$ cat config.mk
export PLATFORM = sky130hd
export DESIGN_NAME = uart_tx_serial_flat
export DESIGN_NICKNAME = d
export VERILOG_FILES = /design/src/rtl/uart_tx_serial_if.sv /design/src/rtl/uart_tx_serial.sv /design/src/flat_wrapper.sv
export SDC_FILE = /design/constraint.sdc
export NUM_CORES = 1
export LEC_CHECK = 0
export ABC_CLOCK_PERIOD_IN_PS = 2800
export CAP_MARGIN = 20
export CORE_AREA = 2 2 46 59
export CTS_BUF_LIST = sky130_fd_sc_hd__clkbuf_8
export DETAILED_ROUTE_END_ITERATION = 8
export DIE_AREA = 0 0 48 61
export PLACE_DENSITY = 0.83
export SYNTH_ARGS = -nofsm -noshare
export SYNTH_HDL_FRONTEND = slang
export SYNTH_SLANG_ARGS = --single-unit
$ cat constraint.sdc
create_clock -name clk -period 2.8 [get_ports clk]
set_input_delay 0.56 -clock clk [delete_from_list [all_inputs] [get_ports clk]]
set_output_delay 0.56 -clock clk [all_outputs]
set_load 0.005 [all_outputs]
$ cat src/rtl/uart_tx_serial_if.sv
// Byte handshake and serial-line bundle between the TX byte buffer and the UART serializer.
interface uart_tx_serial_if;
  logic       tstart;
  logic [7:0] tbus;
  logic       tready;
  logic       tx;
  logic       busy;

  modport master (output tstart, output tbus, input tready, input tx, input busy);
  modport slave  (input tstart, input tbus, output tready, output tx, output busy);
endinterface

$ cat src/rtl/uart_tx_serial.sv
// UART serializer: one byte per tstart/tready handshake, start bit, 8 data bits LSB first,
// 1 or 2 stop bits; every output comes straight from a register.
module uart_tx_serial #(
  parameter int CLK_FREQ  = 65_000_000,
  parameter int BAUD      = 115_200,
  parameter int STOP_BITS = 1
) (
  input  logic            clk,
  input  logic            rst,
  uart_tx_serial_if.slave bus
);

  localparam int CLKS_PER_BIT = (CLK_FREQ + BAUD / 2) / BAUD;
  localparam int CNT_W        = (CLKS_PER_BIT < 2) ? 1 : $clog2(CLKS_PER_BIT);
  localparam int STOP_N       = (STOP_BITS == 2) ? 2 : 1;

  if (CLKS_PER_BIT < 2) begin : g_bad_cpb
    $error("uart_tx_serial: CLKS_PER_BIT must be at least 2");
  end

  typedef enum logic [1:0] {IDLE, START, DATA, STOP} state_t;

  state_t             state, state_n;
  logic [CNT_W-1:0]   cnt, cnt_n;
  logic [2:0]         idx, idx_n;
  logic [7:0]         shift, shift_n;
  logic               tx_q, tx_n;
  logic               tready_q, tready_n;
  logic               busy_q;
  logic               bit_end;

  always_ff @(posedge clk) begin
    if (rst) begin
      state    <= IDLE;
      cnt      <= '0;
      idx      <= '0;
      shift    <= '0;
      tx_q     <= 1'b1;
      tready_q <= 1'b1;
      busy_q   <= 1'b0;
    end else begin
      state    <= state_n;
      cnt      <= cnt_n;
      idx      <= idx_n;
      shift    <= shift_n;
      tx_q     <= tx_n;
      tready_q <= tready_n;
      busy_q   <= ~tready_n;
    end
  end

  // Next-state logic also computes the next line level so tx is registered with no extra cycle.
  always_comb begin
    state_n  = state;
    cnt_n    = cnt;
    idx_n    = idx;
    shift_n  = shift;
    tx_n     = tx_q;
    tready_n = tready_q;
    bit_end  = (cnt == CNT_W'(CLKS_PER_BIT - 1));

    unique case (state)
      IDLE: begin
        tx_n     = 1'b1;
        tready_n = 1'b1;
        if (bus.tstart) begin
          state_n  = START;
          shift_n  = bus.tbus;
          cnt_n    = '0;
          idx_n    = '0;
          tx_n     = 1'b0;
          tready_n = 1'b0;
        end
      end
      START: begin
        if (bit_end) begin
          state_n = DATA;
          cnt_n   = '0;
          idx_n   = '0;
          tx_n    = shift[0];
        end else begin
          cnt_n = cnt + 1'b1;
        end
      end
      DATA: begin
        if (bit_end) begin
          cnt_n   = '0;
          shift_n = {1'b0, shift[7:1]};
          if (idx == 3'd7) begin
            state_n = STOP;
            idx_n   = '0;
            tx_n    = 1'b1;
          end else begin
            idx_n = idx + 1'b1;
            tx_n  = shift[1];
          end
        end else begin
          cnt_n = cnt + 1'b1;
        end
      end
      STOP: begin
        tx_n = 1'b1;
        if (bit_end) begin
          cnt_n = '0;
          if (idx == 3'(STOP_N - 1)) begin
            state_n  = IDLE;
            idx_n    = '0;
            tready_n = 1'b1;
          end else begin
            idx_n = idx + 1'b1;
          end
        end else begin
          cnt_n = cnt + 1'b1;
        end
      end
      default: begin
        state_n  = IDLE;
        tx_n     = 1'b1;
        tready_n = 1'b1;
      end
    endcase
  end

  assign bus.tx     = tx_q;
  assign bus.tready = tready_q;
  assign bus.busy   = busy_q;

endmodule

$ cat src/flat_wrapper.sv
// flat-port wrapper written by rule: the top's interface ports become plain ports
module uart_tx_serial_flat 
#(
  parameter int CLK_FREQ  = 65_000_000,
  parameter int BAUD      = 115_200,
  parameter int STOP_BITS = 1
)
  (clk, rst, bus_tstart, bus_tbus, bus_tready, bus_tx, bus_busy);
  uart_tx_serial_if bus_i ();
  input  logic clk;
  input  logic rst;
  input wire logic [$bits(bus_i.tstart)-1:0] bus_tstart;
  input wire logic [$bits(bus_i.tbus)-1:0] bus_tbus;
  output wire logic [$bits(bus_i.tready)-1:0] bus_tready;
  output wire logic [$bits(bus_i.tx)-1:0] bus_tx;
  output wire logic [$bits(bus_i.busy)-1:0] bus_busy;
  assign bus_i.tstart = bus_tstart;
  assign bus_i.tbus = bus_tbus;
  assign bus_tready = bus_i.tready;
  assign bus_tx = bus_i.tx;
  assign bus_busy = bus_i.busy;
  uart_tx_serial #(.CLK_FREQ(CLK_FREQ), .BAUD(BAUD), .STOP_BITS(STOP_BITS)) u_core (.clk(clk), .rst(rst), .bus(bus_i));
endmodule
* Word-level counts from Yosys, hierarchy flattened
Cells that the tools add are included.
** Storage, ports and cells
- Bits in registers :: 26
- Bits in latches :: 0
- Memory bits (writable) :: 0
- Bits in read-only memories :: 0
- Input port bits :: 11
- Output and inout port bits :: 3
- Word-level logic and storage cells :: 57
- Memories kept :: 0
** Operators by class
- $add $sub $neg :: 2
- Multipliers :: 0
- Div/mod/pow operators :: 0
- $lt $le $gt $ge :: 0
- Equality and inequality tests :: 11
- Shifts and indexed selects :: 0
- Multiplexer cells :: 28
- Bitwise operators :: 1
- Reductions and logical operators :: 8
** Operators with widths (count)
- 2-to-1 mux 10 bit :: 2
- one-hot mux 10 bit (2 select lines) :: 1
- 2-to-1 mux 3 bit :: 6
- 2-to-1 mux 8 bit :: 2
- one-hot mux 8 bit (2 select lines) :: 1
- 2-to-1 mux 2 bit :: 6
- one-hot mux 3 bit (4 select lines) :: 1
- adder 10 x 1 -> 10 bit (second input constant) :: 1
- equality test 10 bit (second input constant) :: 1
- inequality test 2 x 1 -> 1 bit (second input constant) :: 5
- one-hot mux 2 bit (4 select lines) :: 1
- 2-to-1 mux 1 bit :: 6
- AND reduction 6 bit :: 1
- equality test 2 bit (second input constant) :: 2
- one-hot mux 1 bit (4 select lines) :: 1
- AND reduction 4 bit :: 1
- adder 3 x 1 -> 3 bit (second input constant) :: 1
- equality test 3 bit (second input constant) :: 1
- logical NOT 3 bit :: 1
- AND reduction 3 bit :: 1
- OR reduction 3 bit :: 1
- equality test 2 x 1 -> 1 bit (second input constant) :: 1
- logical NOT 2 bit :: 1
- inequality test 2 bit (second input constant) :: 1
- other kinds (4) :: 4

* Logic depth before layout (Yosys ltp)
- Depth after elaboration :: 5
- Gate-level depth with buffers :: 7
- Gate-level depth less buffers :: 6

* Worst setup path before layout
No wires, ideal clock.
- Path type :: register to register
- Start point :: reg u_core.state[0]
- End point :: reg u_core.shift[1]
- Setup time :: 0.091 ns
- Data arrival time :: 1.667 ns
- Required time :: 2.709 ns
- Slack :: 1.042 ns
- Stages on the path, launching flop included :: 8
- Buffers on the path :: 1
- Clock period less this slack :: 1.758 ns
- Cells stage by stage :: dfxtp_1 inv_1 ha_1 nor2b_1 nor2_1 clkbuf_1 a21oi_1 a311oi_1
** Between the ends
- Cells in the longest elaborated chain, start to end :: 3
- Elaborated cells on any way between the ends :: 7
- Classes of those cells :: 3 x eq/ne; 1 x mux; 3 x reduce/logical
** Ends and longest elaborated chain
- start, declared :: line uart_tx_serial.sv:23 : state_t state, state_n;
- start signal, assigned :: line uart_tx_serial.sv:42 : state <= state_n;
- equality test 2 bit / logical NOT 2 bit (equally long branches) :: line uart_tx_serial.sv:62 : unique case (state)
- inequality test 2 x 1 -> 1 bit (no line), or another cell as far along
- AND reduction 3 bit (no line)
- end signal, assigned :: line uart_tx_serial.sv:45 : shift <= shift_n;
- end, declared :: line uart_tx_serial.sv:26 : logic [7:0] shift, shift_n;
Several ways; a longest one is shown, not always the timed one.
A chain may end at the register's enable or synchronous reset.

* Worst setup path in the final report
- Start point :: reg u_core.state[0]
- End point :: reg u_core.shift[7]
Same word-level chain as after synthesis.

==> run_results.csv <==
group,metric,value,unit
sta,period_needed,2.42,ns
pwr,clkPwrFrac,20.2,%
yosys,synth_nets,175,
sta,grt_setup_unrepaired,"false",
pwr,sw_frac_of_total,37.7,%
yosys,synth_flop_cell,"dfxtp_1",
run,maxCapViolations,0,
die,ios,14,
yosys,syn_inst,155,
sta,slew_viol_final,0,
sta,finalHoldViolations,0,
clock_network,clk_pin_slew_worst_paths,0.09,ns
routing,drc_errors,0,
die,die_area,2930,µm²
routing,drt_iter0_markers,19,
pwr,power.share.sequential,33.4,%
yosys,ys_seq_area_share,36.6,%
yosys,synth_edf_count,0,
worst_setup_path,rrSetupSlack,0.38,ns
yosys,synthesis.area,1420,µm²
pwr,pwr-share-comb,46.4,%
worst_setup_path,cp.arrival,2.59,ns
finish,insertedDiodeCount,0,
clock_network,clk_path_buf_depth,2,
worst_setup_path,worstSetupPathType,"reg2reg",
worst_setup_path,path_delay_family,"simple AND/OR/NAND/NOR gates",
clock_network,cts.hold.buffers_added,0,
clock_network,post-cts-setup-buffers,0,
yosys,ys_types,44,
worst_setup_path,required,2.98,ns
grt,grt_overflow,0,
pwr,leakagePower,0.586,nW
clock_network,clock-sinks,26,
yosys,synthSimpleGateAreaFrac,19.1,%
routing,wl,3030,µm
yosys,synthMuxAreaShare,5.63,%
worst_setup_path,slowest_stage,"nor2_1",
yosys,synth-xor-area-share,3.08,%
die,die_w,48,µm
clock_network,ctsResizeCount,0,
place,gp_congestion,0.813,
die,fp.coreArea,2380,µm²
clock_network,htree_levels,1,
worst_setup_path,cp_num_buf_inv,1,
worst_setup_path,max_stage_delay,0.71,ns
die,std_cell_rows,20,
worst_setup_path,r2r-start,"u_core.state[0]$_SDFFE_PP0P_",
yosys,postSynthAreaPerCell,9.17,µm²
clock_network,cts_tree,"done",
pwr,intPower,0.000967,W
routing,wire_per_inst,15.2,µm
grt,grt_max_degree,17,
clock_network,clk_latency,0.27,ns
finish,layout-drive-gt1-share,10.2,%
worst_setup_path,timing.critical_path.mode_cell,"nor2_1",
sta,skew,0.00127,ns
worst_setup_path,start_kind,"flip-flop",
die,die_h,61,µm
yosys,synth_top_family_by_area,"compound AO/OA/AOI/OAI gates",
worst_setup_path,worstPathCellList,"inv_1 > ha_1 > nor2_1 > nor2_1 > a21boi_0 > o21ba_2",
place,dpl.hpwl,2220,µm
grt,antenna_found_initial,0,
min_path,whs_path_depth,2,
routing,drtPass1Iterations,4,
run_status,status,"complete, no violations",
yosys,synth-adder-area-share,7.92,%
place,port_buffers,13,
min_path,min_from,"u_core.cnt[1]$_SDFFE_PP0N_",
sta,relSlewSlack,39.3,%
grt,track_usage,24.1,%
finish,final_nets,188,
sta,setup_viol,0,
pwr,switchingPower,0.000586,W
pwr,total_power,0.00155,W
sta,final.period_utilization,86.3,%
pwr,max-vdd-ir-drop,826,µV
sta,tightest_slew,0.907,ns
worst_setup_path,end_kind,"flip-flop",
yosys,yosys_warnings,0,
clock_network,cts_buffers,3,
yosys,async_flop_share,0,%
die,initial_core_util,59.8,%
pwr,powerDensity,942,nW/µm²
routing,detail-route-antenna-nets,0,
yosys,synth-compound-area-share,23.4,%
grt,grt_pass1_wl,5010,µm
grt,grt_pass1_vias,1145,
sta,max_freq,414,MHz
worst_setup_path,path_max_fanout,16,
routing,post_drt_via_cell_ratio,6.03,
yosys,ys_seq_elements,26,
routing,route.vias.total,1205,
sta,whs,0.485,ns
min_path,hold_path.class,"reg2reg",
worst_setup_path,reg2reg_depth,6,
min_path,hold-path-endpoint,"u_core.cnt[1]$_SDFFE_PP0N_",
worst_setup_path,r2r_end,"u_core.shift[7]$_SDFFE_PP0P_",
sta,tns,0,ns
finish,area_growth,16.0,%
clock_network,root_buffer,"clkbuf_8",
## per-layer routing
layer / part of all wire [%] / GRT usage, % / wire length, µm
met4: 2.6 / 11.2 / 80
met5: 0 / 0 / 0
met1: 42 / 26.9 / 1280
met2: 52 / 42.7 / 1580
met3: 2.9 / 3.87 / 89
## layout by cell type, fill, tap and decap left out, types with 2 or more instances in the layout
| master | netlist | layout |
|---|---|---|
| a31o_2 | 2 | 2 |
| or4_1 | 2 | 2 |
| clkdlybuf4s50_1 | 0 | 13 |
| nand4_1 | 3 | 3 |
| nand3_1 | 4 | 4 |
| or3_1 | 4 | 4 |
| xnor2_1 | 2 | 2 |
| dfxtp_1 | 26 | 26 |
| xor2_1 | 3 | 3 |
| a31oi_1 | 2 | 2 |
| o21ai_0 | 8 | 8 |
| nor2_1 | 11 | 11 |
| inv_1 | 6 | 6 |
| ha_1 | 9 | 9 |
| mux2i_1 | 8 | 8 |
| nand2_1 | 4 | 4 |
| clkbuf_8 | 0 | 3 |
| and2_1 | 3 | 3 |
| a21oi_1 | 17 | 17 |
| a311oi_1 | 7 | 7 |
| nand2b_1 | 5 | 5 |
| buf_4 | 1 | 3 |
## synth_stat cells, types with 2 or more instances
| library cell | n | area [µm²] |
|---|---|---|
| nand2b_1 | 5 | 31.3 |
| a21oi_1 | 17 | 85.1 |
| o21ai_0 | 8 | 40.0 |
| inv_1 | 6 | 22.5 |
| dfxtp_1 | 26 | 521 |
| a31o_2 | 2 | 17.5 |
| buf_2 | 3 | 15.0 |
| ha_1 | 9 | 113 |
| nand2_1 | 4 | 15.0 |
| clkbuf_1 | 3 | 11.3 |
| mux2i_1 | 8 | 80.1 |
| nand3_1 | 4 | 20.0 |
| and2_1 | 3 | 18.8 |
| xnor2_1 | 2 | 17.5 |
| or3_1 | 4 | 25.0 |
| xor2_1 | 3 | 26.3 |
| nand4_1 | 3 | 18.8 |
| or4_1 | 2 | 15.0 |
| a31oi_1 | 2 | 12.5 |
| nor2_1 | 11 | 41.3 |
| a311oi_1 | 7 | 61.3 |
## cell type report
| type | count | area, µm² |
|---|---|---|
| multi-input combinational | 115 | 841 |
| fill | 196 | 728 |
| clock buffer | 3 | 41.3 |
| tap | 33 | 41.3 |
| sequential | 26 | 520 |
| timing repair buffer | 16 | 153 |
| clock inverter | 1 | 30.0 |
| inverter | 6 | 22.5 |
## through the flow
step	std cells	utilization, %	worst slack (ns)	area [µm²]
final	200	69.4	0.383	1650
after global routing	200	69.4	0.199	1650
after CTS	200	69.4	0.418	1650
after detailed placement	196	66.4	0.426	1580
after global placement	196	66.4	0.499	1580
after floorplan	155	-	1.04	1420
## worst reg2reg max path, stage by stage, from the launching register on
cell      delay [ns]
dfxtp_1         0.37
inv_1           0.12
ha_1            0.59
nor2_1          0.08
nor2_1          0.71
a21boi_0        0.19
o21ba_2         0.25
## power by group through the flow
stage / combinational, W / clock, W / sequential [W]
after floorplan: 0.000537 / 0 / 0.000513
after global placement: 0.000676 / 0 / 0.000519
after detailed placement: 0.000705 / 0 / 0.000526
after CTS: 0.000719 / 0.000313 / 0.000517
after global routing: 0.000802 / 0.000332 / 0.000527
final: 0.000721 / 0.000314 / 0.000518
## cell families after synthesis
group                      Yosys count
AOI/OAI and AO/OA                   48
xor gates and xnor gates             5
adders and majority gates            9
buffers and inverters               14
DFF                                 26
muxes                                8
and+or+nand+nor                     45
## registers in the layout, indices dropped and copies added, names as in the netlist, named ones only
register / count
u_core.bus.tx: 1
u_core.idx: 3
u_core.shift: 8
u_core.cnt: 10
u_core.bus.busy: 1
u_core.state: 2
## how the worst max path moves through the flow
stage	startpoint	end	slack, ns	cells past startpoint
after floorplan	u_core.state[0]$_SDFFE_PP0P_	u_core.shift[1]$_SDFFE_PP0P_	1.04	7
after global placement	bus_tstart	u_core.shift[7]$_SDFFE_PP0P_	0.50	5
after detailed placement	bus_tstart	u_core.shift[7]$_SDFFE_PP0P_	0.43	5
after CTS	u_core.state[0]$_SDFFE_PP0P_	u_core.shift[7]$_SDFFE_PP0P_	0.42	6
after global routing	u_core.state[0]$_SDFFE_PP0P_	u_core.shift[1]$_SDFFE_PP0P_	0.20	6
final	u_core.state[0]$_SDFFE_PP0P_	u_core.shift[7]$_SDFFE_PP0P_	0.38	6
No activity file was read; power rests on OpenSTA's default activity.
